## src/rtl/bram_port_arbiter_if.sv

```systemverilog
// Bundle of the client request/grant signals and the BRAM port driven by bram_port_arbiter.
// The slave modport is the arbiter's view; the master modport is the clients' and BRAM's view.
interface bram_port_arbiter_if #(
  parameter int DATA_WIDTH = 32,
  parameter int ADDR_WIDTH = 32
);
  logic                  wr_req;
  logic [ADDR_WIDTH-1:0] wr_addr;
  logic [DATA_WIDTH-1:0] wr_data;
  logic                  wr_grant;
  logic                  rd_req;
  logic [ADDR_WIDTH-1:0] rd_addr;
  logic                  rd_grant;
  logic [DATA_WIDTH-1:0] rd_data;
  logic                  rd_valid;
  logic                  busy;
  logic [ADDR_WIDTH-1:0] bram_addr;
  logic [DATA_WIDTH-1:0] bram_din;
  logic [3:0]            bram_we;
  logic                  bram_en;
  logic [DATA_WIDTH-1:0] bram_dout;

  modport slave (
    input  wr_req, wr_addr, wr_data, rd_req, rd_addr, bram_dout,
    output wr_grant, rd_grant, rd_data, rd_valid, busy,
           bram_addr, bram_din, bram_we, bram_en
  );

  modport master (
    output wr_req, wr_addr, wr_data, rd_req, rd_addr, bram_dout,
    input  wr_grant, rd_grant, rd_data, rd_valid, busy,
           bram_addr, bram_din, bram_we, bram_en
  );
endinterface

```

## src/rtl/bram_port_arbiter.sv

```systemverilog
// Round-robin sharing of one BRAM port between a write client and a read client,
// with a registered command and a read-valid strobe aligned to the BRAM read latency.
module bram_port_arbiter #(
  parameter int DATA_WIDTH   = 32,
  parameter int ADDR_WIDTH   = 32,
  parameter int READ_LATENCY = 1   // legal range 1..3
) (
  input logic                clk,
  input logic                reset,
  bram_port_arbiter_if.slave bus
);

  // Handshake: a request is accepted in any cycle where req and its grant are both
  // high; the client must then present its next address/data or drop req on the
  // following cycle. Nothing is buffered here, so an ungranted req simply waits.

  logic                    last_was_write;
  logic                    rd_cmd;
  logic [READ_LATENCY-1:0] rd_pipe;
  logic [ADDR_WIDTH-1:0]   cmd_addr;
  logic [DATA_WIDTH-1:0]   cmd_din;
  logic [3:0]              cmd_we;
  logic                    cmd_en;

  // Under contention the side that did not win last time gets the port.
  always_comb begin
    bus.wr_grant = 1'b0;
    bus.rd_grant = 1'b0;
    if (!reset) begin
      if (bus.wr_req && bus.rd_req) begin
        bus.wr_grant = !last_was_write;
        bus.rd_grant = last_was_write;
      end else begin
        bus.wr_grant = bus.wr_req;
        bus.rd_grant = bus.rd_req;
      end
    end
  end

  always_ff @(posedge clk or posedge reset) begin
    if (reset) begin
      last_was_write <= 1'b0;
      rd_cmd         <= 1'b0;
      cmd_en         <= 1'b0;
      cmd_we         <= 4'b0000;
      cmd_addr       <= '0;
      cmd_din        <= '0;
    end else begin
      rd_cmd <= bus.rd_grant;
      if (bus.wr_grant) begin
        last_was_write <= 1'b1;
        cmd_en         <= 1'b1;
        cmd_we         <= 4'b1111;
        cmd_addr       <= bus.wr_addr;
        cmd_din        <= bus.wr_data;
      end else if (bus.rd_grant) begin
        last_was_write <= 1'b0;
        cmd_en         <= 1'b1;
        cmd_we         <= 4'b0000;
        cmd_addr       <= bus.rd_addr;
      end else begin
        cmd_en <= 1'b0;
        cmd_we <= 4'b0000;
      end
    end
  end

  // One flag per cycle of BRAM latency; the tail marks the cycle bram_dout is valid.
  always_ff @(posedge clk or posedge reset) begin
    if (reset) begin
      rd_pipe <= '0;
    end else begin
      rd_pipe[0] <= rd_cmd;
      for (int i = 1; i < READ_LATENCY; i++) begin
        rd_pipe[i] <= rd_pipe[i-1];
      end
    end
  end

  assign bus.bram_en   = cmd_en;
  assign bus.bram_we   = cmd_we;
  assign bus.bram_addr = cmd_addr;
  assign bus.bram_din  = cmd_din;
  assign bus.rd_valid  = rd_pipe[READ_LATENCY-1];
  assign bus.rd_data   = bus.bram_dout;
  assign bus.busy      = rd_cmd | (|rd_pipe);

endmodule

```

## src/flat_wrapper.sv

```systemverilog
// flat-port wrapper written by rule: the top's interface ports become plain ports
module bram_port_arbiter_flat 
#(
  parameter int DATA_WIDTH   = 32,
  parameter int ADDR_WIDTH   = 32,
  parameter int READ_LATENCY = 1                      
)
  (clk, reset, bus_wr_req, bus_wr_addr, bus_wr_data, bus_rd_req, bus_rd_addr, bus_bram_dout, bus_wr_grant, bus_rd_grant, bus_rd_data, bus_rd_valid, bus_busy, bus_bram_addr, bus_bram_din, bus_bram_we, bus_bram_en);
  bram_port_arbiter_if #(.DATA_WIDTH(DATA_WIDTH), .ADDR_WIDTH(ADDR_WIDTH)) bus_i ();
  input logic clk;
  input logic reset;
  input wire logic [$bits(bus_i.wr_req)-1:0] bus_wr_req;
  input wire logic [$bits(bus_i.wr_addr)-1:0] bus_wr_addr;
  input wire logic [$bits(bus_i.wr_data)-1:0] bus_wr_data;
  input wire logic [$bits(bus_i.rd_req)-1:0] bus_rd_req;
  input wire logic [$bits(bus_i.rd_addr)-1:0] bus_rd_addr;
  input wire logic [$bits(bus_i.bram_dout)-1:0] bus_bram_dout;
  output wire logic [$bits(bus_i.wr_grant)-1:0] bus_wr_grant;
  output wire logic [$bits(bus_i.rd_grant)-1:0] bus_rd_grant;
  output wire logic [$bits(bus_i.rd_data)-1:0] bus_rd_data;
  output wire logic [$bits(bus_i.rd_valid)-1:0] bus_rd_valid;
  output wire logic [$bits(bus_i.busy)-1:0] bus_busy;
  output wire logic [$bits(bus_i.bram_addr)-1:0] bus_bram_addr;
  output wire logic [$bits(bus_i.bram_din)-1:0] bus_bram_din;
  output wire logic [$bits(bus_i.bram_we)-1:0] bus_bram_we;
  output wire logic [$bits(bus_i.bram_en)-1:0] bus_bram_en;
  assign bus_i.wr_req = bus_wr_req;
  assign bus_i.wr_addr = bus_wr_addr;
  assign bus_i.wr_data = bus_wr_data;
  assign bus_i.rd_req = bus_rd_req;
  assign bus_i.rd_addr = bus_rd_addr;
  assign bus_i.bram_dout = bus_bram_dout;
  assign bus_wr_grant = bus_i.wr_grant;
  assign bus_rd_grant = bus_i.rd_grant;
  assign bus_rd_data = bus_i.rd_data;
  assign bus_rd_valid = bus_i.rd_valid;
  assign bus_busy = bus_i.busy;
  assign bus_bram_addr = bus_i.bram_addr;
  assign bus_bram_din = bus_i.bram_din;
  assign bus_bram_we = bus_i.bram_we;
  assign bus_bram_en = bus_i.bram_en;
  bram_port_arbiter #(.DATA_WIDTH(DATA_WIDTH), .ADDR_WIDTH(ADDR_WIDTH), .READ_LATENCY(READ_LATENCY)) u_core (.clk(clk), .reset(reset), .bus(bus_i));
endmodule
```

## config.mk

```make
export PLATFORM = sky130hd
export DESIGN_NAME = bram_port_arbiter_flat
export DESIGN_NICKNAME = d
export VERILOG_FILES = /design/src/rtl/bram_port_arbiter_if.sv /design/src/rtl/bram_port_arbiter.sv /design/src/flat_wrapper.sv
export SDC_FILE = /design/constraint.sdc
export NUM_CORES = 1
export LEC_CHECK = 0
export BUFFER_PORTS_ARGS = -buffer_cell sky130_fd_sc_hd__buf_4
export CORE_MARGIN = 5
export CORE_UTILIZATION = 30
export CTS_BUF_LIST = sky130_fd_sc_hd__clkbuf_4 sky130_fd_sc_hd__clkbuf_8
export CTS_CLUSTER_DIAMETER = 40
export CTS_CLUSTER_SIZE = 24
export DETAILED_ROUTE_END_ITERATION = 8
export PLACE_DENSITY = 0.66
export SLEW_MARGIN = 20
export SYNTH_ARGS = -nofsm -noshare
export SYNTH_HDL_FRONTEND = slang
export SYNTH_SLANG_ARGS = --single-unit
```

## constraint.sdc

```tcl
create_clock -name clk -period 1.4 [get_ports clk]
set_input_delay 0.14 -clock clk [delete_from_list [all_inputs] [get_ports clk]]
set_output_delay 0.14 -clock clk [all_outputs]
set_load 0.05 [all_outputs]
```

==> results.cfg <==
[timing]
max_freq_mhz = 696
fin_skew_ns = 0.00763
setup_slack_ns = -0.0360
slew_headroom = 0.690
setup_viol = 12
tightest_slew_ns = 0.465
period_minus_slack_ns = 1.44
hold_ws_ns = 0.0452
timing_hold_violations_final = 0
maxSlewViolCount = 0
period_share = 1.03
rsz0062_at_grt = yes

[placement]
gp_congestion = 0.773
dpl.hpwl_um = 7670
port_buffers = 172
pre_cts_slack_ns = 0.0582

[route]
drc = 0
wirelength_um = 11400
final_antenna_net_count = 0
routedWlPerCell_um = 18.1
post_drt_via_cell_ratio = 5.00
drt_iter0_drc = 234
vias = 3137
firstDrtPassIters = 4

[power]
power_density_nw_per_um2 = 1350
finalPower_w = 0.00725
power_leakage_nw = 2.46
irDropWorstVdd_uv = 828

[clocking]
tritoncts = done
numCtsBuffers = 9
root_buffer = clkbuf_8
clkLatencyLatePin_ns = 0.35
cts.clk_slew.worst_paths_ns = 0.08
htree_levels = 3
clock_sinks = 69
clock_path_buffers = 2

[layout]
antenna_cells = 0
final_common_cell = buf_4
syn_to_final_growth_pct = 53.6
final.fill_count = 1043
drive_above_1_share = 0.519
mostFrequentLayoutCells = buf_4 (181), dfrtp_1 (69), dlygate4sd3_1 (34)
nets = 612

[global_route]
grt-ovfl-total = 0
grt_util_met2 = 0.263
grt_pass1_wl_um = 17600
grt_max_degree = 48
grt_pass1_vias = 3313
antenna_found_initial = 0
grt_usage = 0.156
use_met1 = 0.180
top_usage_layer = met2
globalRouteMet3Util = 0.0668

[worst_setup_path]
crit_path_top_delay_cell = dfrtp_1
cp.arrival_ns = 1.67
cp_cell_sequence = and2_4, nor2_8, buf_8, clkbuf_16, mux2_4
start_kind = register
crit_fanout = 8
cp.required_ns = 1.63
slowest_delay_ns = 0.40
worstRegToRegCells = 5
crit_type = register to register
end_kind = register

[floorplanning]
die_w_um = 118
fp.dieH_um = 118
ioPinCount = 237
core_um2 = 11400
dieArea_um2 = 13900
core.rowCount = 39
initial_core_util = 0.307

[synth]
synth_area_um2 = 3510
yosys.area.top_type = dfrtp_1
syn_inst = 304
ys_warn_count = 0
synth-seq-area-share = 0.493
synth_top_area_share = 0.493
synth.area.top_cells = dfrtp_1 (49%), mux2_4 (12%), o2111ai_1 (8.0%)
syn_nets = 436
syn_avg_cell_area_um2 = 11.5
synth-seq-cells = 69
synth.distinct_cells = 23

[run_status]
outcome = finished, violations left
violations = setup timing

[flow_run]
maxCapViolations = 0

[worst_hold_path]
hold_path_class = input port to register
hold_path_depth = 2
[sequential cells by signal, indices dropped and copies added, names as in the netlist]
register,flops
u_core.bus.bram_addr,32
u_core.bus.bram_din,32
u_core.bus.bram_en,1
u_core.bus.bram_we,1
u_core.bus.rd_valid,1
u_core.last_was_write,1
u_core.rd_cmd,1
[path summary, 6_finish.rpt]
check | slack [ns] | from | to
min in group asynchronous | 0.06 | reset | u_core.bus.bram_addr[13]
setup reg to reg | -0.04 | u_core.last_was_write | u_core.bus.bram_din[21]
max in group asynchronous | 0.56 | reset | u_core.bus.bram_addr[5]
setup / recovery | -0.04 | u_core.last_was_write | u_core.bus.bram_din[21]
hold / removal | 0.05 | bus_wr_data[5] | u_core.bus.bram_din[5]
hold reg to reg | 0.38 | u_core.rd_cmd | u_core.bus.rd_valid
[stage by stage]
step            util  TNS (ns)  std cells  area [um^2]
2_1_floorplan      -   -0.0242        304         3520
3_3_place_gp   0.416         0        575         4750
3_5_place_dp   0.416         0        575         4750
4_1_cts        0.466    -0.528        624         5320
5_1_grt        0.472    -0.907        627         5390
6_report       0.472    -0.194        627         5390
[critical path, delay by kind of cell (launching register included)]
family | cells | cell delay (ns)
DFF | 1 | 0.40
muxes | 1 | 0.30
buffers and inverters | 2 | 0.32
and+or+nand+nor | 2 | 0.29
[routing by layer]
layer	vias up	part of all wire	wire length [um]
li1	1441	-	-
met1	1509	0.40	4580
met2	159	0.50	5680
met3	28	0.082	929
met4	0	0.016	179
met5	-	0	0
[cell type report]
| class | instances | area (um^2) | share of cell area |
|---|---|---|---|
| sequential | 69 | 1730 | 0.321 |
| multi-input combinational | 167 | 1320 | 0.245 |
| timing repair buffer | 230 | 1930 | 0.359 |
| clock buffer | 9 | 124 | 0.0230 |
| tap | 143 | 179 | 0.0332 |
| inverter | 3 | 15.0 | 0.00279 |
| clock inverter | 6 | 88.8 | 0.0165 |
[cell usage after synthesis]
| cell | instances |
|---|---|
| a211oi_1 | 1 |
| a31oi_1 | 32 |
| and2_4 | 1 |
| buf_1 | 2 |
| buf_12 | 3 |
| buf_2 | 10 |
| buf_4 | 35 |
| buf_6 | 3 |
| clkbuf_1 | 7 |
| clkbuf_2 | 5 |
| clkinv_1 | 1 |
| dfrtp_1 | 69 |
| inv_1 | 2 |
| mux2_2 | 3 |
| mux2_4 | 29 |
| nand2b_4 | 1 |
| nor2_1 | 32 |
| nor2_8 | 1 |
| o2111ai_1 | 32 |
| o21ai_0 | 32 |
| o21ba_2 | 1 |
| o22ai_1 | 1 |
| or2_2 | 1 |
[kinds of logic after synthesis]
kind of cell	share of synthesized area
AND/OR/NAND/NOR	0.0482
AO/OA/AOI/OAI	0.190
buffers and inverters	0.136
multiplexers	0.134
flip-flops	0.493
[what timing repair did]
| item | CTS | global route |
|---|---|---|
| setup endpoints to repair | 2 | 30 |
| pin swaps | 2 | 0 |
| setup buffers | 2 | 0 |
| gates resized for setup | 7 | 6 |
| hold endpoints to repair | 45 | 2 |
| hold buffers | 32 | 2 |
| gates cloned | 0 | 1 |
[report_power, final]
part / switching (W) / internal (W) / leakage (nW)
Clock: 0.000788 / 0.000992 / 0.101
Combinational: 0.00183 / 0.00111 / 1.56
Sequential: 0.000209 / 0.00232 / 0.798
Total: 0.00282 / 0.00442 / 2.46
No activity file was read; power rests on OpenSTA's default activity.
